<file path="src/rtl/ssd_pkg.sv">
// ssd_pkg: shared seven-segment constants (hex segment table, dash/blank cathodes, mode encoding, BCD sizing helper)
package ssd_pkg;
  typedef enum logic {MODE_HEX = 1'b0, MODE_DEC = 1'b1} mode_e;
  localparam logic [15:0][6:0] SEG_TABLE = {
    7'b0111000, 7'b0110000, 7'b1000010, 7'b0110001,
    7'b1100000, 7'b0001000, 7'b0000100, 7'b0000000,
    7'b0001111, 7'b0100000, 7'b0100100, 7'b1001100,
    7'b0000110, 7'b0010010, 7'b1001111, 7'b0000001
  };
  localparam logic [6:0] SEG_DASH = 7'b1111110;
  localparam logic [7:0] CATH_BLANK = 8'hFF;
  function automatic int bcd_digits(input int w, input int n);
    int d;
    d = w * 302 / 1000 + 1;
    return d > n ? d : n + 1;
  endfunction
endpackage

</file>
<file path="src/rtl/bin2bcd_seq.sv">
// bin2bcd_seq: sequential shift-add-3 converter; ports clk/rst, start/value in, busy, done (final-step strobe), bcd/ovf valid with done
module bin2bcd_seq import ssd_pkg::*; #(
  parameter int VALUE_WIDTH = 14,
  parameter int NUM_DIGITS = 4
) (
  input  logic clk,
  input  logic rst,
  input  logic start,
  input  logic [VALUE_WIDTH-1:0] value,
  output logic busy,
  output logic done,
  output logic [4*NUM_DIGITS-1:0] bcd,
  output logic ovf
);
  localparam int BW = 4 * bcd_digits(VALUE_WIDTH, NUM_DIGITS);
  localparam int CW = $clog2(VALUE_WIDTH);
  logic [VALUE_WIDTH-1:0] bin_q, bin_d;
  logic [BW-1:0] bcd_q, bcd_d, adj;
  logic [BW:0] step;
  logic [CW-1:0] cnt_q, cnt_d;
  logic busy_q, busy_d;
  always_comb begin
    adj = bcd_q;
    for (int i = 0; i < BW / 4; i++)
      adj[4*i +: 4] = adj[4*i +: 4] >= 4'd5 ? adj[4*i +: 4] + 4'd3 : adj[4*i +: 4];
    step = {adj, bin_q[VALUE_WIDTH-1]};
    done = busy_q && cnt_q == CW'(VALUE_WIDTH - 1);
    busy_d = busy_q ? !done : start;
    bin_d = busy_q ? bin_q << 1 : start ? value : bin_q;
    bcd_d = busy_q ? step[BW-1:0] : start ? '0 : bcd_q;
    cnt_d = busy_q ? cnt_q + 1'b1 : '0;
  end
  always_ff @(posedge clk) begin
    if (rst) begin
      bin_q <= '0;
      bcd_q <= '0;
      cnt_q <= '0;
      busy_q <= 1'b0;
    end else begin
      bin_q <= bin_d;
      bcd_q <= bcd_d;
      cnt_q <= cnt_d;
      busy_q <= busy_d;
    end
  end
  // The result is taken from the final step so the display can update on the same edge busy falls.
  assign busy = busy_q;
  assign bcd = step[4*NUM_DIGITS-1:0];
  assign ovf = |step[BW:4*NUM_DIGITS];
endmodule

</file>
<file path="src/rtl/ssd_score_display.sv">
// ssd_score_display: scanned seven-segment display; ports Clk/reset, Load/Value/Mode/LZB capture, DpMask/BlankMask live masks, Busy/Ovf status, An/Cath active-low drive
module ssd_score_display import ssd_pkg::*; #(
  parameter int NUM_DIGITS = 4,
  parameter int VALUE_WIDTH = 14,
  parameter int SCAN_DIV_BITS = 18
) (
  input  logic Clk,
  input  logic reset,
  input  logic Load,
  input  logic [VALUE_WIDTH-1:0] Value,
  input  logic Mode,
  input  logic LZB,
  input  logic [NUM_DIGITS-1:0] DpMask,
  input  logic [NUM_DIGITS-1:0] BlankMask,
  output logic Busy,
  output logic Ovf,
  output logic [NUM_DIGITS-1:0] An,
  output logic [7:0] Cath
);
  localparam int DW = 4 * NUM_DIGITS;
  localparam int IW = NUM_DIGITS > 1 ? $clog2(NUM_DIGITS) : 1;
  logic [SCAN_DIV_BITS-1:0] cnt_q, cnt_d;
  logic [IW-1:0] idx_q, idx_d;
  logic [DW-1:0] disp_q, disp_d, conv_bcd;
  mode_e mode_q, mode_d;
  logic lzb_q, lzb_d, ovf_q, ovf_d;
  logic [NUM_DIGITS-1:0] an_q, an_d, sel;
  logic [7:0] cath_q, cath_d;
  logic accept, conv_done, conv_ovf, blank;
  logic [3:0] digit;
  bin2bcd_seq #(.VALUE_WIDTH(VALUE_WIDTH), .NUM_DIGITS(NUM_DIGITS)) u_conv (
    .clk(Clk),
    .rst(reset),
    .start(accept && Mode),
    .value(Value),
    .busy(Busy),
    .done(conv_done),
    .bcd(conv_bcd),
    .ovf(conv_ovf)
  );
  always_comb begin
    accept = Load && !Busy;
    cnt_d = cnt_q + 1'b1;
    idx_d = &cnt_q ? (idx_q == IW'(NUM_DIGITS - 1) ? '0 : idx_q + 1'b1) : idx_q;
    mode_d = accept ? mode_e'(Mode) : mode_q;
    lzb_d = accept ? LZB : lzb_q;
    disp_d = accept && !Mode ? DW'(Value) : conv_done ? conv_bcd : disp_q;
    ovf_d = accept && !Mode ? 1'b0 : conv_done ? conv_ovf : ovf_q;
    sel = NUM_DIGITS'(1) << idx_q;
    digit = 4'(disp_q >> {idx_q, 2'b00});
    // Leading-zero blanking: every digit from this one upward is zero; dashes on overflow are never blanked.
    blank = |(BlankMask & sel) ||
            (lzb_q && mode_q == MODE_DEC && !ovf_q && idx_q != '0 && (disp_q >> {idx_q, 2'b00}) == '0);
    an_d = blank ? '1 : ~sel;
    cath_d = blank ? CATH_BLANK : {ovf_q ? SEG_DASH : SEG_TABLE[digit], ~|(DpMask & sel)};
  end
  always_ff @(posedge Clk) begin
    if (reset) begin
      cnt_q <= '0;
      idx_q <= '0;
      disp_q <= '0;
      mode_q <= MODE_HEX;
      lzb_q <= 1'b0;
      ovf_q <= 1'b0;
      an_q <= '1;
      cath_q <= CATH_BLANK;
    end else begin
      cnt_q <= cnt_d;
      idx_q <= idx_d;
      disp_q <= disp_d;
      mode_q <= mode_d;
      lzb_q <= lzb_d;
      ovf_q <= ovf_d;
      an_q <= an_d;
      cath_q <= cath_d;
    end
  end
  assign Ovf = ovf_q;
  assign An = an_q;
  assign Cath = cath_q;
endmodule

</file>
<file path="config.mk">
export PLATFORM = sky130hd
export DESIGN_NAME = ssd_score_display
export DESIGN_NICKNAME = d
export VERILOG_FILES = /design/src/rtl/ssd_pkg.sv /design/src/rtl/bin2bcd_seq.sv /design/src/rtl/ssd_score_display.sv
export SDC_FILE = /design/constraint.sdc
export NUM_CORES = 1
export LEC_CHECK = 0
export BUFFER_PORTS_ARGS = -buffer_cell sky130_fd_sc_hd__buf_2
export CAP_MARGIN = 20
export CORE_MARGIN = 1.5
export CORE_UTILIZATION = 45
export DETAILED_ROUTE_END_ITERATION = 6
export SYNTH_ARGS = -nofsm -noshare
export SYNTH_HDL_FRONTEND = slang
export SYNTH_SLANG_ARGS = --single-unit
</file>
<file path="constraint.sdc">
create_clock -name Clk -period 2.5 [get_ports Clk]
set_clock_uncertainty 0.05 [all_clocks]
set_input_delay 0.25 -clock Clk [delete_from_list [all_inputs] [get_ports Clk]]
set_output_delay 0.25 -clock Clk [all_outputs]
set_load 0.005 [all_outputs]
</file>
# Word level (Yosys, flattened, before mapping)
# Memory sizes are Yosys's and may differ from the RTL's.
# Index checks and enable logic that the tools add are counted.
# classes
addsub,8
magnitude_cmp,6
eq_ne,2
shifts,2
mux,15
bitwise_logic,4
n_reduce_logical,27
# op_table
operator,count
$mux 14,4
$mux 20,2
$add 4x2->4 const B,5
$ge 4x3->1 const B,5
$mux 4,5
$add 18x1->18 const B,1
$reduce_and 18->1,1
$logic_not 16->1,1
$shr 16x4->16,1
$and 4x4->4,2
$logic_and 1x1->1,8
$reduce_or 2->1,4
$reduce_or 4->1,2
$mux 7,1
$reduce_bool 2->1,3
$logic_not 1->1,5
$lt 4x5->1 const B,1
$reduce_or 5->1,1
$add 4x1->4 const B,1
$eq 4x4->1 const B,1
$not 4->4,1
$shl 1x2->4 const A,1
$reduce_or 3->1,1
$add 2x1->2 const B,1
other kinds (5),6
# word_totals
regBits,90
mem_bits_ro,112
inputBits,27
mem_count,1
# memory_table
name,depth,width,rd,rd_ports_with_merged_regs,wr,line_no,rtl
(no name shown),16,7,1,0,0,ssd_score_display.sv:55,"cath_d = blank ? CATH_BLANK : {ovf_q ? SEG_DASH : SEG_TABLE[digit], ~|(DpMask & sel)};"

# Logic depth before layout (Yosys ltp)
# Gate-level depths: netlist of the first run.
# logic_depth
word_depth,6
depth_mapped,9
depth_no_buf,8

# Hierarchy
# Synthesis of the first run repeated with hierarchy kept, for this count alone.
# hier_totals
cells_unflattened,507
area_unflattened_um2,4623.2
# by_module_without_submodules
mod,n_inst,cells_per_inst,area_each_um2,seq_area_each_um2
ssd_score_display,1,263,2477.4,1021.0
bin2bcd_seq,1,244,2145.8,780.7

# Worst setup path before layout of the first run
# OpenSTA, ideal clock, no wires.
# synth_path
path_type,register -> register
from,reg idx_q[0]
to,"reg cath_q[3], in the netlist Cath[3]"
t_arrival_ps,2152
required_time_ps,2371
slack_ps,219
path_stages_with_launch,10
path_buffers,1
period_less_slack_ps,2281
path_cell_list,dfxtp_1 buf_6 mux4_1 inv_1 ha_1 nor4b_1 o2111ai_1 a21oi_1 nor3_1 o211ai_1
# synth_between
elab_chain_len,5
elab_cells_between_ends,12
# synth_rtl
item,line_no,rtl
start: declaration,ssd_score_display.sv:23,"logic [IW-1:0] idx_q, idx_d;"
start signal: assignment,ssd_score_display.sv:69,idx_q <= idx_d;
branches (longest 5 deep; another with $mem_v2 16x7),-,
end signal: assignment,ssd_score_display.sv:75,cath_q <= cath_d;
end: declaration,ssd_score_display.sv:28,"logic [7:0] cath_q, cath_d;"
# Parallel ways; which one is timed is not known. The select of a mux whose other input is x is not followed.
# A chain may end at the register's enable or synchronous reset.

# Worst setup path after layout of the first run
# layout_path
from,reg idx_q[1]
to,"reg cath_q[3], in the netlist Cath[3]"
# The elaborated chain is that of the path after synthesis.

==> results of run 1 <==
## cell families (layout without fill, tap and decap cells)
group / after synthesis / count (layout) / share of synthesized area [%]
adders and majority gates: 22 / 22 / 6.478
DFF: 90 / 90 / 42.40
xor gates and xnor gates: 25 / 25 / 5.153
buffers and inverters: 43 / 89 / 4.152
muxes: 17 / 17 / 5.506
and+or+nand+nor: 170 / 170 / 19.17
AOI/OAI and AO/OA: 117 / 117 / 17.14
## state kept, by name (all words and copies together) (netlist names)
register      cells
An                4
disp_q           16
u_conv.busy       1
u_conv.cnt_q      4
u_conv.bcd_q     20
Ovf               1
cnt_q            18
lzb_q             1
idx_q             2
Cath              8
mode_q            1
u_conv.bin_q     14
## placed cells by master (no fill, tap or decap), drive strengths merged, types with 22 or more instances in the layout
cell type | Yosys | routed
nand2 | 59 | 59
o21ai | 25 | 25
nor2 | 41 | 41
ha | 22 | 22
a21oi | 42 | 42
dfxtp | 90 | 90
inv | 20 | 24
buf | 9 | 53
a22oi | 23 | 23
## power by group through the flow
stage,registers [mW],logic (mW),clock network [mW]
5_1_grt,1.51,0.257,1.21
3_5_place_dp,1.53,0.228,0
6_report,1.50,0.229,1.14
3_3_place_gp,1.53,0.228,0
2_1_floorplan,1.53,0.143,0
4_1_cts,1.50,0.230,1.18
## how the worst max path moves through the flow
stage               depth (start not counted)                 end                  start
floorplan                                   9  Cath[3]$_SDFF_PP1_  idx_q[0]$_SDFFE_PP0P_
global placement                            8  Cath[3]$_SDFF_PP1_  idx_q[0]$_SDFFE_PP0P_
detailed placement                          8  Cath[3]$_SDFF_PP1_  idx_q[0]$_SDFFE_PP0P_
CTS                                         8  Cath[3]$_SDFF_PP1_  idx_q[0]$_SDFFE_PP0P_
global route                                8  Cath[5]$_SDFF_PP1_  idx_q[1]$_SDFFE_PP0P_
finish                                      8  Cath[3]$_SDFF_PP1_  idx_q[1]$_SDFFE_PP0P_
## worst max-delay path, delay by kind of cell, from the launching register on
kind / cells / cell delay [ns]
simple gates: 2 / 0.65
buf+inv: 1 / 0.08
compound gates: 3 / 0.36
flops: 1 / 0.48
mux: 1 / 0.33
fa+ha+maj: 1 / 0.23
## layout make-up
class	instances	area share (%)
Sequential cell	90	37.39
Tap cell	111	2.882
Inverter	20	1.558
Clock buffer	9	2.571
Multi-Input combinational cell	351	47.23
Timing Repair Buffer	53	6.180
Clock inverter	7	2.181
## per-layer routing
metal	wire length, microns	vias up	part of all wire (%)
met2	4704	57	50
met4	173	0	1.8
met1	4309	1670	45
li1	-	1790	-
met3	301	14	3.2
met5	0	-	0
## synthesized netlist by cell type (3+ instances only)
cell type	count	area share, %
nand2_1	59	5.2
ha_1	22	6.5
clkbuf_1	14	1.2
a22oi_1	23	4.1
xnor2_1	12	2.5
nand2b_1	14	2.1
nor4_1	4	0.59
nor3b_1	10	1.8
xor2_1	13	2.7
nor2_1	41	3.6
and3_1	5	0.74
buf_2	6	0.71
or3_1	4	0.59
nor3_1	5	0.59
and4_1	3	0.62
inv_1	19	1.7
dfxtp_1	90	42
o21ai_0	17	2.0
mux2_2	5	1.3
a21oi_1	42	4.9
o211ai_1	3	0.53
a221oi_1	3	0.62
a31oi_1	4	0.59
mux2i_1	8	1.9
a22o_1	6	1.2
nand4_1	5	0.74
o21ai_1	8	0.94
nand3_1	14	1.6
## stage by stage
stage | area (sq um) | hold WS (ns)
after CTS | 4818 | 0.06188
after floorplan | 4249 | 0.3439
after global placement | 4589 | 0.3946
after global routing | 4818 | 0.09956
final | 4818 | 0.07825
after detailed placement | 4589 | 0.3990
==> impl_results.md, run 1 <==
- Register area share after synthesis: between 40 and 50%
- Arrival time at the worst endpoint: around 2.5 ns
- Fin crit share: ~93%
- Ports: 41
- Kind of critical path: register to register
- Non-Filler Instances: 641
- Final setup fails: 0
- Syn Inst Count: roughly 480
- Critical path cell sequence: mux4_2 > inv_1 > ha_1 > nor4b_1 > o2111ai_1 > a21oi_1 > nor3_1 > o211ai_1
- Number of remaining DRC errors: 0
- Gpl congestion: slightly above 0.8
- Fin util: a little over half
- Status: finished, final reports clean
- Hold Crit Class: input pin to register
- Total CTS buffers: 9
- Comb pwr share: around 8%
- Via count: approximately 3500
- Routed len/inst: between 10 and 15 microns
- Post-synthesis register bit count: 90
- Sw Ratio: 25.05%
- Clk_lat worst skew: between 0.3 and 0.4 ns
- Area Growth Syn to Fin: 13.40%
- Standard-cell rows: 35
- Synth cell types: between 40 and 50
- Ant. Diodes: 0
- Port Buf Inserts: 40
- Async SR Flop Fraction: 0%
- First-pass GRT wire length: 16030 microns
- Final Hold Fails: 0
- Htree depth: 3
- TritonCTS clock tree: built
- Vias in the first global route: 3420
- Total power: roughly 2.9 mW
- Setup TNS: 0 ns
- Hold endpoint: lzb_q$_SDFFE_PP0P_
- Fmax achieved: 0.4280 GHz
- Met3 Track Usage GR: under 10%
- Chip Width: approximately 100 microns
- Reg2reg path depth: 8
- Max_cap viols: 0
- Final setup margin: 0.1637 ns
- DR iter-0 viols: around 150
- Final Critical Period: ~2.3 ns
- Slew HR: a little under three fifths
- Final Max Tran Viols: 0
- Main synth FF type: dfxtp_1
- FF-to-FF End: Cath[3]$_SDFF_PP1_
- First-pass DRT Iterations: 4
- DIE AREA: 10030 sq um
- Sequential Power Share: 52.4%
- Initial core utilization: 46.20%
- P_int: about 2.1 mW
- DP HPWL: 6944 microns
- Layout cell share with drive strength beyond 1: between 10% and 20%
- Static Leak: 1.791 nW
- Cell area power density: between 500 and 600 nW/um^2
- Hold_sp: LZB
- Met1 usage: between 20% and 30%
- Mapped Nets: roughly 530
- Switching pwr: 0.7177 mW
- Most used routing layer: met2
- Post-synth EDFFs: 0
- CTS Hold Buffers Added: 0
- Sequential cell area: around 1800 sq um
- Total wire length: ~9500 microns
- Die height: around 100 microns
- Data required, critical path: 2.65 ns
- Crit path largest cell delay: around 0.5 ns
- Worst setup SP type: register
- ANT nets after route: 0
- Longest Clk Path Bufs: 2
- Crit. End Element: register
- Met2 Track Usage GR: around a third
- Initial antenna violation count: 0
- Dpl cells: ~630
- Grt ovf: 0
- Launching point of the worst reg2reg path: idx_q[1]$_SDFFE_PP0P_
- Clock root cell: clkbuf_8
- Peak VDD IR: about 0.53 mV
- Syn Std Cell Area: around 4200 sq um
- Mean post-synth cell area: about 8.8 sq um
- Postcts setup bufs: 0
- Critical-path top delay cell: nor3_1
- Post_cts resized: 0
- Global Route Usage Sum: around a fifth
- Syn. warnings: 0
- Unrepaired setup endpoints after global routing: true
- Worst slew pin tran: between 0.6 and 0.7 ns
- Filler Cells Inserted: 880
- Worst slack, placed: 0.1918 ns
- Clock sink total: 90
- Multi-input logic area: about 2300 sq um
- R2R Setup Slk: between 0.15 and 0.2 ns
- Clock Pin Slew Worst Setup and Hold Paths: approximately 0.09 ns
- Crit path max fanout: 7
- Via/cell ratio: ~5.5
- Core footprint: ~9000 sq um
- Largest net degree at the start of global routing: 26
- Hold Path Stages: 3
- Clock share of power: 39.6%
- Nets: approximately 570
Power figures use the tool's default switching activity.
==> run 2: changes to the inputs <==
--- a/config.mk
+++ b/config.mk
@@ -9,7 +9,9 @@
 export CAP_MARGIN = 20
 export CORE_MARGIN = 1.5
 export CORE_UTILIZATION = 45
+export CTS_BUF_LIST = sky130_fd_sc_hd__clkbuf_16
 export DETAILED_ROUTE_END_ITERATION = 6
 export SYNTH_ARGS = -nofsm -noshare
 export SYNTH_HDL_FRONTEND = slang
+export SYNTH_HIERARCHICAL = 1
 export SYNTH_SLANG_ARGS = --single-unit
==> run 2 against run 1 <==
Effect of this change: power increased by 15%; sequential power barely moved; final cell count up 5.9%; area after synthesis is 8.8% higher; core utilization grew 1.1 points; critical endpoint unchanged; critical path type unchanged; first-iteration DRC count is 8.3% higher.
==> impl_results.md, run 2 <==
- Status: finished, final reports clean
- Crit. End Element: register
- Max FFs per register: 20 (unchanged)
- First-pass DRT Iterations: 4 (unchanged)
- Clk_lat worst skew: 0.34 ns (-0.03 ns)
- Total wire length: 9602 microns (+1.2%)
- Most frequent cells in the layout: dfxtp_1, nor2_1, mux2i_1, nand2_1, buf_2
- DIE AREA: 10890 sq um (+8.5%)
- Longest Clk Path Bufs: 2 (unchanged)
- Setup TNS: 0 ns (unchanged)
- Worst setup SP type: register
- Gpl congestion: 0.8326 (+1.9%)
- Initial core utilization: 46.87% (+0.66 points)
- Most common cell in the netlist: dfxtp_1
- TritonCTS clock tree: built
- Global Route Usage Sum: 18.58% (-1.6 points)
- Commonest non-fill, non-tap cell in the layout: dfxtp_1
- Mapped Nets: 556 (+4.3%)
- Synth top area share: 38.97% (-3.4 points)
- Area Growth Syn to Fin: 14.13%
- Hold Crit Class: input pin to register
- Clock sink total: 90 (unchanged)
- Grt ovf: 0 (unchanged)
- Slew HR: 58.35% (+2.9 points)
- Via/cell ratio: 5.249 (-4.7%)
- DP HPWL: 6885 microns (-0.84%)
- Syn Inst Count: 507 (+4.8%)
- Final Hold Fails: 0 (unchanged)
- Final Max Tran Viols: 0 (unchanged)
- Die height: 104.4 microns (+4.2%)
- Clock Pin Slew Worst Setup and Hold Paths: 0.06 ns (-0.03 ns)
- Filler Cells Inserted: 917 (+4.2%)
- Final Critical Period: 2.300 ns (-0.03655 ns)
- Static Leak: 2.033 nW (+13%)
- Max_cap viols: 0 (unchanged)
- Core footprint: 9864 sq um (+7.3%)
- Synth cell types: 58 (+18%)
- Mean post-synth cell area: 9.119 sq um (+3.9%)
- Ant. Diodes: 0 (unchanged)
- Nets: 592 (+3.1%)
- Hold slack: 0.1110 ns (+0.03274 ns)
- Number of remaining DRC errors: 0 (unchanged)
- Routed len/inst: 14.14 microns (-4.5%)
- Post-synthesis register bit count: 90 (unchanged)
- Largest reg by FF count: u_conv/bcd_q
- Data required, critical path: 2.69 ns (+0.04 ns)
- Post-synth EDFFs: 0 (unchanged)
- Total power: 3.302 mW (+15%)
- Standard-cell rows: 36 (+2.9%)
- Final setup fails: 0 (unchanged)
- Syn Std Cell Area: 4623 sq um (+8.8%)
- Peak VDD IR: 0.2961 mV (-44%)
- Async SR Flop Fraction: 0% (unchanged)
- ANT nets after route: 0 (unchanged)
- Htree depth: 3 (unchanged)
- Kind of critical path: register to register
- Initial antenna violation count: 0 (unchanged)
- Arrival time at the worst endpoint: 2.49 ns (about the same)
- DR iter-0 viols: 157 (+8.3%)
- Port Buf Inserts: 40 (unchanged)
- Fin crit share: 91.99% (-1.5 points)
- Chip Width: 104.4 microns (+4.2%)
- Total CTS buffers: 9 (unchanged)
- Crit path max fanout: 6 (-1)
- Layout cell share with drive strength beyond 1: 16.30% (+1.2 points)
- Ports: 41 (unchanged)
- First-pass GRT wire length: 16580 microns (+3.4%)
- Area leader, netlist: dfxtp_1
- Register area share after synthesis: 38.97% (-3.4 points)
- Largest regs: u_conv/bcd_q (20), cnt_q (18), disp_q (16)
- Commonest cells in the synthesized netlist: dfxtp_1, nor2_1, mux2i_1
- Unrepaired setup endpoints after global routing: false
- Via count: 3564 (+0.93%)
- Main synth FF type: dfxtp_1
- Ranking of synthesized cells by area: dfxtp_1, mux2i_1, nor2_1
- Largest net degree at the start of global routing: 51 (+96%)
- Vias in the first global route: 3318 (-3.0%)
- Syn. warnings: 6 (+6)
- Worst slew pin tran: 0.6220 ns (-0.04706 ns)
- Clock root cell: clkbuf_16
- Cell area power density: 625.8 nW/um^2 (+5.2%)
- Fmax achieved: 0.4348 GHz (+1.6%)
run 2: area by class of cell:
class / instances / area, sq um / area share, %
flip-flops and latches: 90 / 1802 / 34.15
inverters: 20 / 75.07 / 1.423
multi-input cells: 368 / 2597 / 49.23
clock inverters: 5 / 105.1 / 1.992
clock buffers: 9 / 225.2 / 4.268
repair buffers: 54 / 305.3 / 5.786
well taps: 133 / 166.4 / 3.154
run 2: logic make-up (layout without fill, tap and decap cells):
group                    Yosys count  after routing  share of synthesized area (%)
AO/OA/AOI/OAI                     87             87                          13.83
AND/OR/NAND/NOR                  186            186                          19.40
buffers and inverters             49             88                          5.034
XOR/XNOR                          19             19                          3.599
flip-flops                        90             90                          38.97
adder cells (fa/ha/maj)           22             22                          5.954
multiplexers                      54             54                          13.21
run 2: metrics by stage:
| stage | worst slack, ns | cell area [sq um] | cells | utilization, % |
|---|---|---|---|---|
| after global placement | 0.1473 | 4915 | 662 | 49.82 |
| after floorplan | 0.1625 | 4623 | 507 | - |
| after detailed placement | 0.06176 | 4915 | 662 | 49.82 |
| after global routing | 0.02161 | 5276 | 679 | 53.49 |
| final | 0.2003 | 5276 | 679 | 53.49 |
| after CTS | 0.03427 | 5245 | 676 | 53.17 |
run 2: layer usage:
metal	track usage, %	routed length (microns)	up-vias
met2	28.10	4190	75
li1	-	-	1845
met1	26.88	4871	1636
met3	2.820	454	8
met4	6.250	86	0
met5	0	0	-
run 2: worst paths after layout:
kind,start,to,slack (ns),cells past startpoint
max,idx_q[0]$_SDFFE_PP0P_,Cath[3]$_SDFF_PP1_,0.20,8
min,LZB,lzb_q$_SDFFE_PP0P_,0.11,3
max reg2reg,idx_q[0]$_SDFFE_PP0P_,Cath[3]$_SDFF_PP1_,0.20,8
min reg2reg,cnt_q[0]$_SDFF_PP0_,cnt_q[0]$_SDFF_PP0_,0.40,1
run 2: where the power goes:
part	switching [mW]	internal, mW
sequential	0.0325	1.48
combinational	0.161	0.120
clock	0.542	0.965
total	0.736	2.57
run 2: critical path, stage by stage (launching register included):
cell       delay, ns
dfxtp_1         0.41
mux4_2          0.58
inv_1           0.12
ha_1            0.22
nor4bb_1        0.29
o2111ai_1       0.17
a21oi_2         0.17
nor3_2          0.10
o221ai_1        0.09
run 2: timing repair:
action                                  4_1_cts  5_1_grt
endpoints found under the setup margin        0       12
gates resized for setup                       0        2
endpoints found under the hold margin         0        0
hold buffers                                  0        0
buffers inserted                              0        3
==> run 3: changes to the inputs <==
--- a/config.mk
+++ b/config.mk
@@ -7,10 +7,13 @@
 export LEC_CHECK = 0
 export BUFFER_PORTS_ARGS = -buffer_cell sky130_fd_sc_hd__buf_2
 export CAP_MARGIN = 20
+export CELL_PAD_IN_SITES_DETAIL_PLACEMENT = 1
+export CELL_PAD_IN_SITES_GLOBAL_PLACEMENT = 1
 export CORE_MARGIN = 1.5
 export CORE_UTILIZATION = 45
 export CTS_BUF_LIST = sky130_fd_sc_hd__clkbuf_16
 export DETAILED_ROUTE_END_ITERATION = 6
+export PLACE_DENSITY_LB_ADDON = 0.1
 export SYNTH_ARGS = -nofsm -noshare
 export SYNTH_HDL_FRONTEND = slang
 export SYNTH_HIERARCHICAL = 1
==> run 3 against run 2 <==
Effect of this change: sequential power about the same; critical path depth unchanged; worst hold slack improved by 0.043 ns; critical path type unchanged; largest power group unchanged; highest routed layer unchanged.
==> impl_results.md, run 3 (synthesis results as in run 2) <==
- Nets: 591 (-0.17%)
- Layout cell share with drive strength beyond 1: 16.45% (+0.15 points)
- Chip Width: 104.4 microns (unchanged)
- Vias in the first global route: 3853 (+16%)
- Fin util: 52.88% (-0.61 points)
- Critical-path top delay cell: mux4_2
- Ports: 41 (unchanged)
- Crit path largest cell delay: 0.56 ns (-0.02 ns)
- Max_cap viols: 0 (unchanged)
- Non-Filler Instances: 680 (+0.15%)
- Clock sink total: 90 (unchanged)
- Filler Cells Inserted: 1178 (+28%)
- Gpl congestion: 0.8725 (+4.8%)
- Largest reg by FF count: u_conv/bcd_q
- Core footprint: 9864 sq um (unchanged)
- Number of remaining DRC errors: 0 (unchanged)
- Initial antenna violation count: 0 (unchanged)
- Final Critical Period: 2.289 ns (-0.01114 ns)
- Htree depth: 3 (unchanged)
- Clk_lat worst skew: 0.34 ns (about the same)
- Final Max Tran Viols: 0 (unchanged)
- Final setup margin: 0.2114 ns (+0.01114 ns)
- Peak VDD IR: 0.3234 mV (+9.2%)
- Worst slack, placed: 0.02423 ns (-0.03753 ns)
- Top delay family on crit path: multiplexers
- Die height: 104.4 microns (unchanged)
- Most frequent cells in the layout: dfxtp_1, nor2_1, mux2i_1, nand2_1, buf_2
- Cell area power density: 579.7 nW/um^2 (-7.4%)
- Dpl cells: 662 (unchanged)
- Largest net degree at the start of global routing: 51 (unchanged)
- Initial core utilization: 46.87% (unchanged)
- Clock Pin Slew Worst Setup and Hold Paths: 0.06 ns (about the same)
- Data required, critical path: 2.71 ns (+0.02 ns)
- First-pass DRT Iterations: 4 (unchanged)
- Port Buf Inserts: 40 (unchanged)
- TritonCTS clock tree: built
- Worst slew pin tran: 0.6839 ns (+0.06191 ns)
- DP HPWL: 8141 microns (+18%)
- Final setup fails: 0 (unchanged)
- Global Route Usage Sum: 21.46% (+2.9 points)
- Fin crit share: 91.54% (-0.45 points)
- Arrival time at the worst endpoint: 2.50 ns (about the same)
- Total CTS buffers: 9 (unchanged)
- Unrepaired setup endpoints after global routing: false
- Max FFs per register: 20 (unchanged)
- Kind of critical path: register to register
- Setup TNS: 0 ns (unchanged)
- Fmax achieved: 0.4370 GHz (+0.49%)
- Multi-input logic area: 2600 sq um (about the same)
- First-pass GRT wire length: 18920 microns (+14%)
- CTS Hold Buffers Added: 0 (unchanged)
- DIE AREA: 10890 sq um (unchanged)
- Hold Crit Class: input pin to register
- Routed len/inst: 16.39 microns (+16%)
- Via/cell ratio: 5.422 (+3.3%)
- Slew HR: 54.20% (-4.1 points)
- Crit path max fanout: 6 (unchanged)
- Static Leak: 1.996 nW (-1.8%)
- Grt ovf: 0 (unchanged)
- Area Growth Syn to Fin: 12.83%
- Standard-cell rows: 36 (unchanged)
- ANT nets after route: 0 (unchanged)
- Critical path cell sequence: mux4_2 > inv_1 > ha_1 > nor4bb_2 > o2111ai_1 > a21oi_2 > nor3_2 > o2111ai_2
- Via count: 3687 (+3.5%)
- Status: finished, final reports clean
- DR iter-0 viols: 142 (-9.6%)
- Largest regs: u_conv/bcd_q (20), cnt_q (18), disp_q (16)
- Ant. Diodes: 0 (unchanged)
- Total wire length: 11140 microns (+16%)
- Buf/Inv on CP: 1 (unchanged)
- Clock root cell: clkbuf_16
- Sequential cell area: 1803 sq um (about the same)
- Worst setup SP type: register
- Final Hold Fails: 0 (unchanged)
- Commonest non-fill, non-tap cell in the layout: dfxtp_1
- Longest Clk Path Bufs: 2 (unchanged)
- Crit. End Element: register
-- run 3: changes by cell type in the layout (fill, tap and decap cells not counted), moves of 2 or more --
cell | previous run | this run
buf_4 | 14 | 12
bufinv_16 | 3 | 0
clkinv_2 | 0 | 2
clkinv_1 | 0 | 3
-- run 3: where the power goes --
part,total [mW],internal (mW),switching (mW),leakage (nW)
combinational,0.293,0.123,0.170,1.14
sequential,1.51,1.48,0.0341,0.733
clock,1.22,0.660,0.556,0.124
-- run 3: what timing repair did --
| item | 4_1_cts | 5_1_grt |
|---|---|---|
| gates resized for setup | 0 | 5 |
| endpoints found under the setup margin | 0 | 12 |
| setup buffers | 0 | 2 |
-- run 3: final timing paths --
check,slack [ns],end,startpoint,depth (start not counted)
min,0.15,mode_q$_SDFFE_PP0P_,Mode,3
max,0.21,Cath[4]$_SDFF_PP1_,idx_q[0]$_SDFFE_PP0P_,8
max reg2reg,0.21,Cath[4]$_SDFF_PP1_,idx_q[0]$_SDFFE_PP0P_,8
min reg2reg,0.40,cnt_q[0]$_SDFF_PP0_,cnt_q[0]$_SDFF_PP0_,1
-- run 3: routing by layer --
| layer | GRT usage [%] | wire, microns | vias to the layer above |
|---|---|---|---|
| met4 | 6.052 | 185 | 0 |
| met3 | 5.201 | 464 | 18 |
| met5 | 0 | 0 | - |
| met2 | 36.47 | 5285 | 59 |
| met1 | 26.95 | 5207 | 1766 |
| li1 | - | - | 1844 |
-- run 3: metrics by stage --
stage	hold slack, ns	power, mW	area (sq um)
after floorplan	0.3468	1.736	4623
after global placement	0.3796	1.825	4927
after detailed placement	0.3896	1.835	4927
after CTS	0.1379	3.056	5189
after global routing	0.1682	3.149	5216
final	0.1536	3.024	5216
-- run 3: tightest hold or removal path, cell delays in order --
cell and delay (ns):
buf_2 0.11, mux2i_1 0.07, nor2_1 0.07
-- run 3: layout make-up --
cell class                 instances  share of cell area [%]
clock buffer                       9                   4.318
clock inverter                     7                  0.6956
inverter                          20                   1.439
multi-input combinational        368                   49.84
sequential                        90                   34.56
tap                              133                   3.190
timing repair buffer              53                   5.949
